## src/rtl/addsub_pkg.sv

```systemverilog
// Shared types and helpers for the serial add/subtract unit.
//   mode_e        : operation select (ADD, SUB, CMP, RSVD; RSVD behaves as ADD)
//   state_e       : sequencer states (IDLE, CALC, DONE)
//   clog2_chunks  : width of the chunk index counter, never less than 1 bit
package addsub_pkg;

  typedef enum logic [1:0] {
    ADD  = 2'd0,
    SUB  = 2'd1,
    CMP  = 2'd2,
    RSVD = 2'd3
  } mode_e;

  typedef enum logic [1:0] {
    IDLE = 2'd0,
    CALC = 2'd1,
    DONE = 2'd2
  } state_e;

  // A single-chunk configuration still needs a 1-bit counter so that the
  // index register has a legal width.
  function automatic int clog2_chunks(input int n);
    int r;
    r = 1;
    for (int i = 1; i < 31; i++) begin
      if ((1 << i) < n) r = i + 1;
    end
    return r;
  endfunction

endpackage

```

## src/rtl/addsub_seq_if.sv

```systemverilog
// Request/response bundle of the serial add/subtract unit.
//   Request : in_valid, in_ready, a, b, ci, mode
//   Response: out_valid, out_ready, s, co, ofl, z, n
// The master modport is the requester/consumer side, slave is the unit.
interface addsub_seq_if #(
  parameter int WIDTH = 16
);
  logic                 in_valid;
  logic                 in_ready;
  logic [WIDTH-1:0]     a;
  logic [WIDTH-1:0]     b;
  logic                 ci;
  addsub_pkg::mode_e    mode;
  logic                 out_valid;
  logic                 out_ready;
  logic [WIDTH-1:0]     s;
  logic                 co;
  logic                 ofl;
  logic                 z;
  logic                 n;

  modport master (
    output in_valid, a, b, ci, mode, out_ready,
    input  in_ready, out_valid, s, co, ofl, z, n
  );

  modport slave (
    input  in_valid, a, b, ci, mode, out_ready,
    output in_ready, out_valid, s, co, ofl, z, n
  );
endinterface

```

## src/rtl/addsub_chunk.sv

```systemverilog
// One CHUNK-bit slice of the carry chain (purely combinational).
//   a, b_eff : operand slices (b already inverted for SUB/CMP)
//   ci       : carry into the slice
//   sum      : slice result
//   co       : carry out of the slice MSB
//   c_msb    : carry into the slice MSB, used for signed overflow
module addsub_chunk #(
  parameter int CHUNK = 8
) (
  input  logic [CHUNK-1:0] a,
  input  logic [CHUNK-1:0] b_eff,
  input  logic             ci,
  output logic [CHUNK-1:0] sum,
  output logic             co,
  output logic             c_msb
);
  logic [CHUNK:0] full;

  always_comb begin
    full  = {1'b0, a} + {1'b0, b_eff} + {{CHUNK{1'b0}}, ci};
    sum   = full[CHUNK-1:0];
    co    = full[CHUNK];
    // The MSB sum bit is a ^ b ^ carry_in, so the incoming carry falls out
    // of the sum without a second adder.
    c_msb = sum[CHUNK-1] ^ a[CHUNK-1] ^ b_eff[CHUNK-1];
  end
endmodule

```

## src/rtl/addsub_seq.sv

```systemverilog
// Multi-cycle WIDTH-bit ADD/SUB/CMP, CHUNK bits per clock, carry held in a
// register between slices. Produces carry, signed overflow, zero and negative
// flags. Handshakes: valid/ready on request and response sides.
//   clk     : system clock, rising edge
//   reset_n : synchronous active-low reset
//   bus     : addsub_seq_if slave modport (request + response signals)
// The interface instance must be built with the same WIDTH as this module.
module addsub_seq
  import addsub_pkg::*;
#(
  parameter int WIDTH = 16,
  parameter int CHUNK = 8
) (
  input  logic         clk,
  input  logic         reset_n,
  addsub_seq_if.slave  bus
);
  localparam int NCHUNK = WIDTH / CHUNK;
  localparam int KW     = clog2_chunks(NCHUNK);
  localparam logic [KW-1:0] LAST_K = KW'(NCHUNK - 1);

  state_e            state;
  logic [KW-1:0]     k;
  logic [WIDTH-1:0]  a_reg;
  logic [WIDTH-1:0]  b_reg;
  logic [WIDTH-1:0]  s_reg;
  logic              carry;
  logic              is_cmp;
  logic              out_valid_r;
  logic              co_r;
  logic              ofl_r;
  logic              z_r;
  logic              n_r;

  logic              ready;
  logic              accept;
  logic              last;
  int                base;
  logic [CHUNK-1:0]  a_chunk;
  logic [CHUNK-1:0]  b_chunk;
  logic [CHUNK-1:0]  sum;
  logic              c_next;
  logic              c_msb;
  logic [WIDTH-1:0]  s_next;

  // Ready is forced low while reset is asserted so nothing is accepted on
  // the reset edge.
  always_comb begin
    ready  = reset_n && ((state == IDLE) || (state == DONE && bus.out_ready));
    accept = bus.in_valid && ready;
    last   = (k == LAST_K);
  end

  always_comb begin
    base    = int'(k) * CHUNK;
    a_chunk = a_reg[base +: CHUNK];
    b_chunk = b_reg[base +: CHUNK];
  end

  addsub_chunk #(.CHUNK(CHUNK)) u_chunk (
    .a     (a_chunk),
    .b_eff (b_chunk),
    .ci    (carry),
    .sum   (sum),
    .co    (c_next),
    .c_msb (c_msb)
  );

  // Result word with the current slice merged in; on the last slice this is
  // the final result that z/n are derived from.
  always_comb begin
    s_next               = s_reg;
    s_next[base +: CHUNK] = sum;
  end

  always_ff @(posedge clk) begin
    if (!reset_n) begin
      state       <= IDLE;
      k           <= '0;
      out_valid_r <= 1'b0;
      s_reg       <= '0;
      co_r        <= 1'b0;
      ofl_r       <= 1'b0;
      z_r         <= 1'b0;
      n_r         <= 1'b0;
    end else begin
      case (state)
        IDLE: ;
        // ---- slice stage: one CHUNK of the chain per clock ----
        CALC: begin
          s_reg <= s_next;
          carry <= c_next;
          if (last) begin
            co_r        <= c_next;
            ofl_r       <= (c_msb ^ c_next) & ~is_cmp;
            z_r         <= (s_next == '0);
            n_r         <= s_next[WIDTH-1];
            out_valid_r <= 1'b1;
            state       <= DONE;
          end else begin
            k <= k + KW'(1);
          end
        end
        // ---- result stage: hold until the consumer takes it ----
        DONE: begin
          if (bus.out_ready) begin
            out_valid_r <= 1'b0;
            state       <= IDLE;
          end
        end
        default: state <= IDLE;
      endcase

      // Accept overrides the IDLE/DONE next-state so a DONE handshake with a
      // waiting request goes straight back into CALC.
      if (accept) begin
        a_reg  <= bus.a;
        b_reg  <= (bus.mode == SUB || bus.mode == CMP) ? ~bus.b : bus.b;
        carry  <= (bus.mode == CMP) ? 1'b1 : bus.ci;
        is_cmp <= (bus.mode == CMP);
        k      <= '0;
        state  <= CALC;
      end
    end
  end

  assign bus.in_ready  = ready;
  assign bus.out_valid = out_valid_r;
  assign bus.s         = s_reg;
  assign bus.co        = co_r;
  assign bus.ofl       = ofl_r;
  assign bus.z         = z_r;
  assign bus.n         = n_r;

endmodule

```

## src/flat_wrapper.sv

```systemverilog
// flat-port wrapper written by rule: the top's interface ports become plain ports
module addsub_seq_flat import addsub_pkg::*;
#(
  parameter int WIDTH = 16,
  parameter int CHUNK = 8
)
  (clk, reset_n, bus_in_valid, bus_a, bus_b, bus_ci, bus_mode, bus_out_ready, bus_in_ready, bus_out_valid, bus_s, bus_co, bus_ofl, bus_z, bus_n);
  addsub_seq_if #(.WIDTH(WIDTH)) bus_i ();
  input  logic clk;
  input  logic reset_n;
  input wire logic [$bits(bus_i.in_valid)-1:0] bus_in_valid;
  input wire logic [$bits(bus_i.a)-1:0] bus_a;
  input wire logic [$bits(bus_i.b)-1:0] bus_b;
  input wire logic [$bits(bus_i.ci)-1:0] bus_ci;
  input wire logic [$bits(bus_i.mode)-1:0] bus_mode;
  input wire logic [$bits(bus_i.out_ready)-1:0] bus_out_ready;
  output wire logic [$bits(bus_i.in_ready)-1:0] bus_in_ready;
  output wire logic [$bits(bus_i.out_valid)-1:0] bus_out_valid;
  output wire logic [$bits(bus_i.s)-1:0] bus_s;
  output wire logic [$bits(bus_i.co)-1:0] bus_co;
  output wire logic [$bits(bus_i.ofl)-1:0] bus_ofl;
  output wire logic [$bits(bus_i.z)-1:0] bus_z;
  output wire logic [$bits(bus_i.n)-1:0] bus_n;
  assign bus_i.in_valid = bus_in_valid;
  assign bus_i.a = bus_a;
  assign bus_i.b = bus_b;
  assign bus_i.ci = bus_ci;
  assign bus_i.mode = bus_mode;
  assign bus_i.out_ready = bus_out_ready;
  assign bus_in_ready = bus_i.in_ready;
  assign bus_out_valid = bus_i.out_valid;
  assign bus_s = bus_i.s;
  assign bus_co = bus_i.co;
  assign bus_ofl = bus_i.ofl;
  assign bus_z = bus_i.z;
  assign bus_n = bus_i.n;
  addsub_seq #(.WIDTH(WIDTH), .CHUNK(CHUNK)) u_core (.clk(clk), .reset_n(reset_n), .bus(bus_i));
endmodule
```

## config.mk

```make
export PLATFORM = sky130hd
export DESIGN_NAME = addsub_seq_flat
export DESIGN_NICKNAME = d
export VERILOG_FILES = /design/src/rtl/addsub_pkg.sv /design/src/rtl/addsub_seq_if.sv /design/src/rtl/addsub_chunk.sv /design/src/rtl/addsub_seq.sv /design/src/flat_wrapper.sv
export SDC_FILE = /design/constraint.sdc
export NUM_CORES = 1
export LEC_CHECK = 0
export ABC_CLOCK_PERIOD_IN_PS = 4000
export CAP_MARGIN = 40
export CORE_MARGIN = 3
export CORE_UTILIZATION = 45
export CTS_BUF_LIST = sky130_fd_sc_hd__clkbuf_2
export DETAILED_ROUTE_END_ITERATION = 10
export HOLD_SLACK_MARGIN = 0.02
export PLACE_DENSITY = 0.79
export SETUP_SLACK_MARGIN = 0.4
export SLEW_MARGIN = 25
export SYNTH_ARGS = -nofsm -noshare
export SYNTH_HDL_FRONTEND = slang
export SYNTH_HIERARCHICAL = 1
export SYNTH_SLANG_ARGS = --single-unit
```

## constraint.sdc

```tcl
create_clock -name clk -period 4 [get_ports clk]
set_clock_uncertainty 0.05 [all_clocks]
set_input_delay 0.8 -clock clk [delete_from_list [all_inputs] [get_ports clk]]
set_output_delay 0.8 -clock clk [all_outputs]
set_load 0.05 [all_outputs]
```

After elaboration in Yosys (flattened, before gate mapping)
Index checks and enable logic that the tools add are counted.
Word-level totals
  bits in registers: 58
  input port bits: 39
Cells by class
  add/sub/neg operators: 4
  eq/ne operators: 9
  shift-type cells: 4
  multiplexer cells: 13
  bitwise operators: 8
  reductions and logical operators: 16
Operator list (count)
  4-bit negation with 33-bit output: 1
  8-bit by 33-bit variable shift with 16-bit output, first input constant: 1
  8-bit by 33-bit indexed part select with 16-bit output: 1
  16-bit by 5-bit indexed part select with 8-bit output: 2
  16-bit bitwise mux: 1
  16-bit zero test: 1
  16-bit two-way mux: 1
  16-bit NOT: 1
  8-bit by 8-bit adder with 9-bit output: 1
  9-bit by 1-bit adder with 9-bit output: 1
  3-bit AND reduction: 3
  1-bit two-way mux: 7
  2-bit one-hot mux with 3 select lines: 1
  2-bit AND reduction: 3
  2-bit by 1-bit == test with 1-bit output, second input constant: 2
  2-bit == test, second input constant: 2
  2-bit two-way mux: 2
  2-bit by 1-bit inequality test with 1-bit output, second input constant: 2
  2-bit nonzero test: 2
  1-bit logical AND: 3
  3-bit by 1-bit inequality test with 1-bit output, second input constant: 1
  3-bit by 2-bit inequality test with 1-bit output, second input constant: 1
  1-bit NOT: 3
  1-bit bitwise XOR: 3
  7 further kinds: 8

Longest topological paths before layout
Gate-level depths: netlist of run 1.
  depth after elaboration: 7
  mapped depth: 12
  depth with buffers taken out: 10

Modules after synthesis
The synthesis of run 1 kept the hierarchy.
By module, submodules not included
  addsub_seq: times used 1, cells an instance 180, area each 2406.1 um2
  addsub_chunk: times used 1, cells an instance 44, area each 376.6 um2

Worst setup path after synthesis of run 1
No wires, ideal clock.
  path kind: register to register
  start: register u_core.k
  end: register u_core.ofl_r (netlist: u_core/bus.ofl)
  library setup time: 0.070 ns
  arrival: 3.291 ns
  data required time: 3.880 ns
  path slack: 0.589 ns
  stages on the path, launching flop included: 13
  path buffers: 2
  period minus slack after synthesis: 3.411 ns
  cells stage by stage: dfxtp_1 buf_6 buf_4 mux2_2 fa_1 fa_1 a21o_2 a21oi_1 o21ai_0 a31o_2 xnor2_1 or3_1 a21boi_1
On the way
  elaborated cells between the ends (all ways): 9
RTL lines
  start: declaration: line addsub_seq.sv:23  | logic [KW-1:0] k;
  start signal: assignment: line addsub_seq.sv:101  | k <= k + KW'(1);
  16-bit by 5-bit indexed part select with 8-bit output: line addsub_seq.sv:56  | a_chunk = a_reg[base +: CHUNK];
  via u_core.a_chunk[0]: line addsub_seq.sv:39  | logic [CHUNK-1:0] a_chunk;
  8-bit by 8-bit adder with 9-bit output: line addsub_chunk.sv:20  | full = {1'b0, a} + {1'b0, b_eff} + {{CHUNK{1'b0}}, ci};
  9-bit by 1-bit adder with 9-bit output: line addsub_chunk.sv:20
  via u_core.c_next: line addsub_seq.sv:42  | logic c_next;
  1-bit bitwise XOR: line addsub_seq.sv:95  | ofl_r <= (c_msb ^ c_next) & ~is_cmp;
  1-bit bitwise AND: line addsub_seq.sv:95
  end signal: assignment: line addsub_seq.sv:95
  end: declaration: line addsub_seq.sv:31  | logic ofl_r;
The timed path passes the listed nets, and every way through them passes these cells.
A chain may end at the register's enable or synchronous reset.

Final worst setup path of run 1
Same ends and word-level chain as after synthesis.

==> flow_summary_export.csv, run 1 <==
group,metric,value,unit
global_route,grt_usage,15.4,%
sta,worst_slack,0.714,ns
cts,clock-sinks,58,
sta,final_hold_viol_count,0,
placed_design,numPortBuffers,60,
route,drc_errors,0,
logic_synthesis,synth_cell_types,46,
logic_synthesis,synth_xor_area_share,7.73,%
route,avgRoutedWirePerCell,14.0,µm
logic_synthesis,synth.avg_cell_area,12.4,µm²
route,antenna_left,0,
floorplanning,start_util,46.7,%
global_route,grt_pass1_vias,1827,
sta,fmax,304,MHz
global_route,gr-usage-met2,24.9,%
cells_and_area,nNetsFinal,339,
sta,tightest_slew,0.783,ns
worst_setup_path,critPathKind,"reg -> reg",
floorplanning,top_level_ports,61,
cts,clk_pin_slew,0.15,ns
global_route,grt_overflow_total,0,
logic_synthesis,synth-simple-area-share,11.4,%
cells_and_area,n_antenna_cell,0,
floorplanning,die_area,7160,µm²
worst_setup_path,crit_path_end_kind,"flip-flop",
placed_design,hpwl,3850,µm
route,wirelength,5180,µm
floorplanning,die_y,84.6,µm
power_and_ir_drop,peakVddDrop,0.000185,V
route,viasPerCell,5.05,
global_route,grt_start_max_net_pins,38,
status,outcome,"completed",
worst_hold_path,worstHoldPathType,"reg -> reg",
cts,cts_buffers,9,
sta,setup_viol,0,
cells_and_area,n_fill_cell,533,
cells_and_area,fin_area,3530,µm²
logic_synthesis,synth.area.mux_share,9.71,%
floorplanning,die_x,84.6,µm
logic_synthesis,ys_seq_area_share,54.0,%
logic_synthesis,ys.flop_type,"edfxtp_1",
cells_and_area,fin_cells,370,
sta,max_slew_margin,47.8,%
placed_design,placed_cell_area,3440,µm²
sta,fin_crit_sh,82.2,%
cts,postCtsHoldBufs,0,
cells_and_area,drive_gt1_share,13.6,%
logic_synthesis,synthCells,224,
cts,postCtsSetupRepairBufs,0,
logic_synthesis,syn-num-nets,273,
sta,fin_crit,3.29,ns
global_route,grtUsageMet1,18.3,%
power_and_ir_drop,p_per_area,366,nW/µm²
global_route,grt_pass1_wl,8520,µm
worst_setup_path,ff2ff_path_depth,10,
logic_synthesis,synth_adder_area_share,5.04,%
logic_synthesis,async_flop_share,0,%
cts,post_cts_resized,0,
logic_synthesis,synth_top_family_by_area,"simple AND/OR/NAND/NOR gates",
route,drtPass1Iterations,5,
placed_design,place_ws,0.772,ns
logic_synthesis,synth_top_area_cell,"edfxtp_1",
cts,clock_path_buffers,2,
placed_design,place_congestion,0.816,
sta,rsz0062_at_grt,"false",
route,drt_iter0_markers,74,
worst_setup_path,worstSetupStartpointType,"flip-flop",
logic_synthesis,synth-edff-count,34,
route,via_count,1868,
logic_synthesis,synth_compound_area_share,9.13,%
worst_setup_path,required,4.33,ns
cts,cts-root-buf,"clkbuf_2",
sta,slew_viol_final,0,
power_and_ir_drop,p_leak,0.00126,µW
worst_hold_path,holdPathStages,2,
sta,tns,0,ns
global_route,antenna_found_initial,0,
cts,cts_tree,"yes",
worst_setup_path,crit_arrival,3.62,ns
cts,htreeDepth,3,
cts,clock_latency,0.46,ns
global_route,grt_busiest_layer,"met2",
worst_setup_path,cp_max_fo,4,
floorplanning,core,5960,µm²
placed_design,post-place-cells,353,
logic_synthesis,syn_area,2780,µm²
global_route,grt_use_met3,5.79,%
run,maxCapViolCount,0,
logic_synthesis,yosys-top-cells-area,"edfxtp_1 37%, dfxtp_1 17%, mux2_2 6.5%",
cells_and_area,area_growth,26.7,%
logic_synthesis,ys_warn_count,6,
floorplanning,rows,28,
logic_synthesis,ys_ff_latch,58,
logic_synthesis,synth_top_cell_area_share,36.7,%
==> per-layer routing <==
layer	routed length [µm]	share of wire, %
met1	2210	43
met2	2530	49
met3	363	7.0
met4	74	1.4
met5	0	0
==> cell families (layout without fill, tap and decap cells) <==
kind of cell / Yosys count / in the layout
xor gates and xnor gates: 23 / 23
DFF: 58 / 58
buffers and inverters: 15 / 86
and+or+nand+nor: 57 / 57
AOI/OAI and AO/OA: 36 / 36
adders and majority gates: 10 / 10
muxes: 25 / 25
==> worst paths after layout <==
| kind | startpoint | slack (ns) | to |
|---|---|---|---|
| hold / removal | u_core/bus.s[13] | 0.41 | u_core/bus.s[13] |
| setup reg to reg | u_core/k | 0.71 | u_core/bus.ofl |
| setup / recovery | u_core/k | 0.71 | u_core/bus.ofl |
| hold reg to reg | u_core/bus.s[13] | 0.41 | u_core/bus.s[13] |
==> layout make-up <==
cell class                      count  area [µm²]  area share, %
Multi-Input combinational cell    151        1200           34.0
Clock buffer                       11        55.1           1.56
Inverter                            5        18.8          0.532
Tap cell                           75        93.8           2.66
Sequential cell                    58        1500           42.6
Timing Repair Buffer               65         638           18.1
Clock inverter                      5        21.3          0.603
==> worst max-delay path, cell delays in order (launching register included) <==
cell	delay (ns)
dfxtp_1	0.40
mux2_2	0.37
fa_1	0.49
fa_1	0.41
a21o_2	0.22
a21oi_1	0.29
o21ai_0	0.14
a31o_2	0.29
xnor2_1	0.12
or3_1	0.30
a21boi_1	0.14
==> synth_stat cells (2+ instances only) <==
master / instances
nor4_1: 2
xnor2_1: 20
buf_4: 2
o21ai_0: 8
nor3_1: 3
a21oi_1: 4
nand2_1: 23
mux2_2: 16
buf_2: 4
dfxtp_1: 24
ha_1: 8
xor2_1: 2
inv_1: 5
nand2b_1: 2
mux2i_1: 9
nor2_1: 5
buf_6: 2
edfxtp_1: 34
and3b_1: 2
a21boi_1: 11
fa_1: 2
nor2b_1: 10
clkbuf_1: 2
o21a_1: 2
==> where the power goes <==
| part | internal (µW) | leakage [µW] | switching (µW) | total, µW |
|---|---|---|---|---|
| logic | 159 | 0.000687 | 170 | 329 |
| clock network | 79.3 | 0.0000582 | 197 | 277 |
| registers | 670 | 0.000511 | 14.8 | 685 |
==> layout by cell type, fill, tap and decap left out, types with 2 or more instances in the layout <==
cell / count
mux2i_1: 9
inv_1: 5
mux2_2: 16
a21boi_1: 11
clkbuf_2: 11
nand2_1: 23
nor2_1: 5
clkdlybuf4s50_1: 60
a21oi_1: 4
xor2_1: 2
ha_1: 8
nor2b_1: 10
nor3_1: 3
o21a_1: 2
edfxtp_1: 34
nand2b_1: 2
clkinv_1: 3
clkinv_2: 2
and3b_1: 2
fa_1: 2
nor4_1: 2
xnor2_1: 20
dfxtp_1: 24
buf_4: 5
o21ai_0: 8
==> stage by stage <==
stage	total power (µW)	hold WS [ns]	utilization, %
2_1_floorplan	925	0.433	-
3_3_place_gp	1020	0.392	57.8
3_5_place_dp	1030	0.399	57.8
4_1_cts	1310	0.418	59.1
5_1_grt	1360	0.444	59.2
6_report	1290	0.415	59.2
No activity file was read; power rests on OpenSTA's default activity.
==> run 2, diff against run 1 <==
--- a/config.mk
+++ b/config.mk
@@ -5,14 +5,14 @@
 export SDC_FILE = /design/constraint.sdc
 export NUM_CORES = 1
 export LEC_CHECK = 0
-export ABC_CLOCK_PERIOD_IN_PS = 4000
+export ABC_CLOCK_PERIOD_IN_PS = 2800
 export CAP_MARGIN = 40
 export CORE_MARGIN = 3
 export CORE_UTILIZATION = 45
 export CTS_BUF_LIST = sky130_fd_sc_hd__clkbuf_2
 export DETAILED_ROUTE_END_ITERATION = 10
 export HOLD_SLACK_MARGIN = 0.02
-export PLACE_DENSITY = 0.79
+export PLACE_DENSITY = 0.82
 export SETUP_SLACK_MARGIN = 0.4
 export SLEW_MARGIN = 25
 export SYNTH_ARGS = -nofsm -noshare
==> constraint.sdc (replaced) <==
create_clock -name clk -period 2.8 [get_ports clk]
set_clock_uncertainty 0.05 [all_clocks]
set_input_delay 0.56 -clock clk [delete_from_list [all_inputs] [get_ports clk]]
set_output_delay 0.56 -clock clk [all_outputs]
set_load 0.05 [all_outputs]
==> run 2 against run 1 <==
Against the previous run: the run now ends with negative setup slack left; core utilization is 6.7 points higher; via count rose by 2.4%; sequential share of layout area fell by 4.2 points; maximum frequency increased by 14%; critical path type unchanged.
==> flow_summary_export.csv, run 2 (synthesis results as in run 1) <==
group,metric,value,unit
placed_design,hpwl,3700,µm
route,drtPass1Iterations,5,
sta,tightest_slew,0.868,ns
power_and_ir_drop,peakVddDrop,0.000314,V
worst_hold_path,worstHoldPathType,"reg -> reg",
global_route,grt_pass1_vias,1883,
worst_setup_path,cp_common_cell,"fa_2",
status,outcome,"finished, violations left",
cells_and_area,final_cell_mix,"56 x clkdlybuf4s50_1, 34 x edfxtp_1, 23 x dfxtp_1, 21 x nand2_1, 17 x xnor2_1",
placed_design,place_congestion,0.841,
sta,fmax,346,MHz
cts,cts-root-buf,"clkbuf_2",
cells_and_area,nNetsFinal,355,
floorplanning,start_util,46.7,%
floorplanning,rows,28,
cts,postCtsHoldBufs,0,
floorplanning,core,5960,µm²
global_route,grt_pass1_wl,8520,µm
route,drt_iter0_markers,90,
worst_setup_path,r2r-start,"u_core/k",
worst_setup_path,cp.buffers_inverters,0,
sta,hold_ws,0.414,ns
worst_setup_path,crit_path_end_kind,"flip-flop",
sta,fin_crit,2.89,ns
cells_and_area,area_growth,41.1,%
sta,final_hold_viol_count,0,
cts,cts_buffers,9,
route,wl_met1,2400,µm
status,failed_checks,"negative setup slack",
route,met3_length,332,µm
cts,htreeDepth,3,
worst_setup_path,critPathSlowestCell,"dfxtp_4",
worst_hold_path,holdPathStages,2,
global_route,grt_start_max_net_pins,38,
worst_setup_path,r2r_setup_slack,-0.09,ns
worst_setup_path,crit_path_cell_trace,"mux2_4 > fa_2 > fa_2 > a21o_4 > a21oi_4 > o21ai_2 > a31o_2 > xnor2_1 > or3_1 > a21boi_1",
sta,setup_viol,2,
sta,fin_crit_sh,103,%
worst_setup_path,cp_top_family,"compound AO/OA/AOI/OAI gates",
route,wirelength,5490,µm
floorplanning,die_y,84.6,µm
worst_setup_path,slowest_delay,0.41,ns
worst_setup_path,ff2ff_path_depth,10,
sta,rsz0062_at_grt,"true",
sta,tns,-0.128,ns
global_route,grt_usage,15.5,%
worst_setup_path,critPathKind,"reg -> reg",
worst_setup_path,timing.rr.end,"u_core/bus.ofl",
cells_and_area,n_antenna_cell,0,
sta,max_slew_margin,41.9,%
route,top_layer_used,"met4",
run,maxCapViolCount,0,
cells_and_area,n_fill_cell,460,
floorplanning,die_x,84.6,µm
floorplanning,die_area,7160,µm²
placed_design,place_ws,-0.0435,ns
cts,clock-sinks,58,
cts,clock_path_buffers,2,
route,antenna_left,0,
route,avgRoutedWirePerCell,14.2,µm
global_route,grt_overflow_total,0,
cells_and_area,drive_gt1_share,25.1,%
worst_setup_path,required,3.15,ns
global_route,antenna_found_initial,0,
sta,slew_viol_final,0,
worst_hold_path,holdCritStartpoint,"u_core/bus.s[10]",
power_and_ir_drop,p_per_area,533,nW/µm²
route,viasPerCell,4.96,
cts,clk_pin_slew,0.15,ns
cts,clock_latency,0.47,ns
worst_setup_path,crit_arrival,3.24,ns
placed_design,numPortBuffers,60,
route,via_count,1913,
worst_setup_path,worstSetupStartpointType,"flip-flop",
sta,worst_slack,-0.0908,ns
worst_setup_path,cp_max_fo,3,
route,drc_errors,0,
route,wl_met2,2630,µm
cts,cts_tree,"yes",
cells_and_area,final_common_cell,"clkdlybuf4s50_1",
worst_hold_path,whs_endpoint,"u_core/bus.s[10]",
floorplanning,top_level_ports,61,
power_and_ir_drop,p_leak,0.00147,µW
run 2: tightest hold or removal path, stage by stage, from the launching register on:
cell      delay [ns]
dfxtp_1         0.34
nand2_1         0.05
a21boi_1        0.05
run 2: routing by layer:
layer	GRT usage, %	vias to the layer above
li1	-	968
met1	19.0	871
met2	23.9	62
met3	5.79	12
met4	7.63	0
met5	0	-
run 2: worst max path at each step:
stage | startpoint | to | slack [ns] | cells after the start
finish | u_core/k | u_core/bus.ofl | -0.09 | 10
global route | u_core/k | u_core/bus.z | -0.18 | 11
CTS | u_core/k | u_core/bus.ofl | -0.02 | 10
detailed placement | u_core/k | u_core/bus.ofl | -0.04 | 10
global placement | u_core/k | u_core/bus.ofl | 0.004 | 10
floorplan | u_core/k | u_core/bus.ofl | -0.18 | 12
run 2: final cells by class:
type                    count  area [µm²]  area share [%]
clock buffers              11        55.1            1.40
flip-flops and latches     58        1510            38.3
inverters                   5        18.8           0.478
well taps                  75        93.8            2.39
multi-input cells         151        1370            34.9
clock inverters             5        46.3            1.18
repair buffers             81         837            21.3
run 2: metrics by stage:
step                utilization, %  cell area [µm²]  cells  total power (µW)
floorplan                        -             2820    224              1340
global placement              60.3             3590    363              1510
detailed placement            60.3             3590    363              1520
CTS                           63.6             3790    383              2050
global route                  65.9             3930    386              2210
finish                        65.9             3930    386              2090
run 2: what timing repair did:
item / in CTS / in global routing
buffers inserted: 4 / 3
setup endpoints to repair: 11 / 16
gates resized for setup: 9 / 19
pin swaps: 6 / 9
run 2: report_power, final:
| group | leakage, µW | internal, µW | switching, µW |
|---|---|---|---|
| Sequential | 0.000512 | 958 | 22.4 |
| Combinational | 0.000882 | 332 | 293 |
| Clock | 0.0000711 | 205 | 281 |
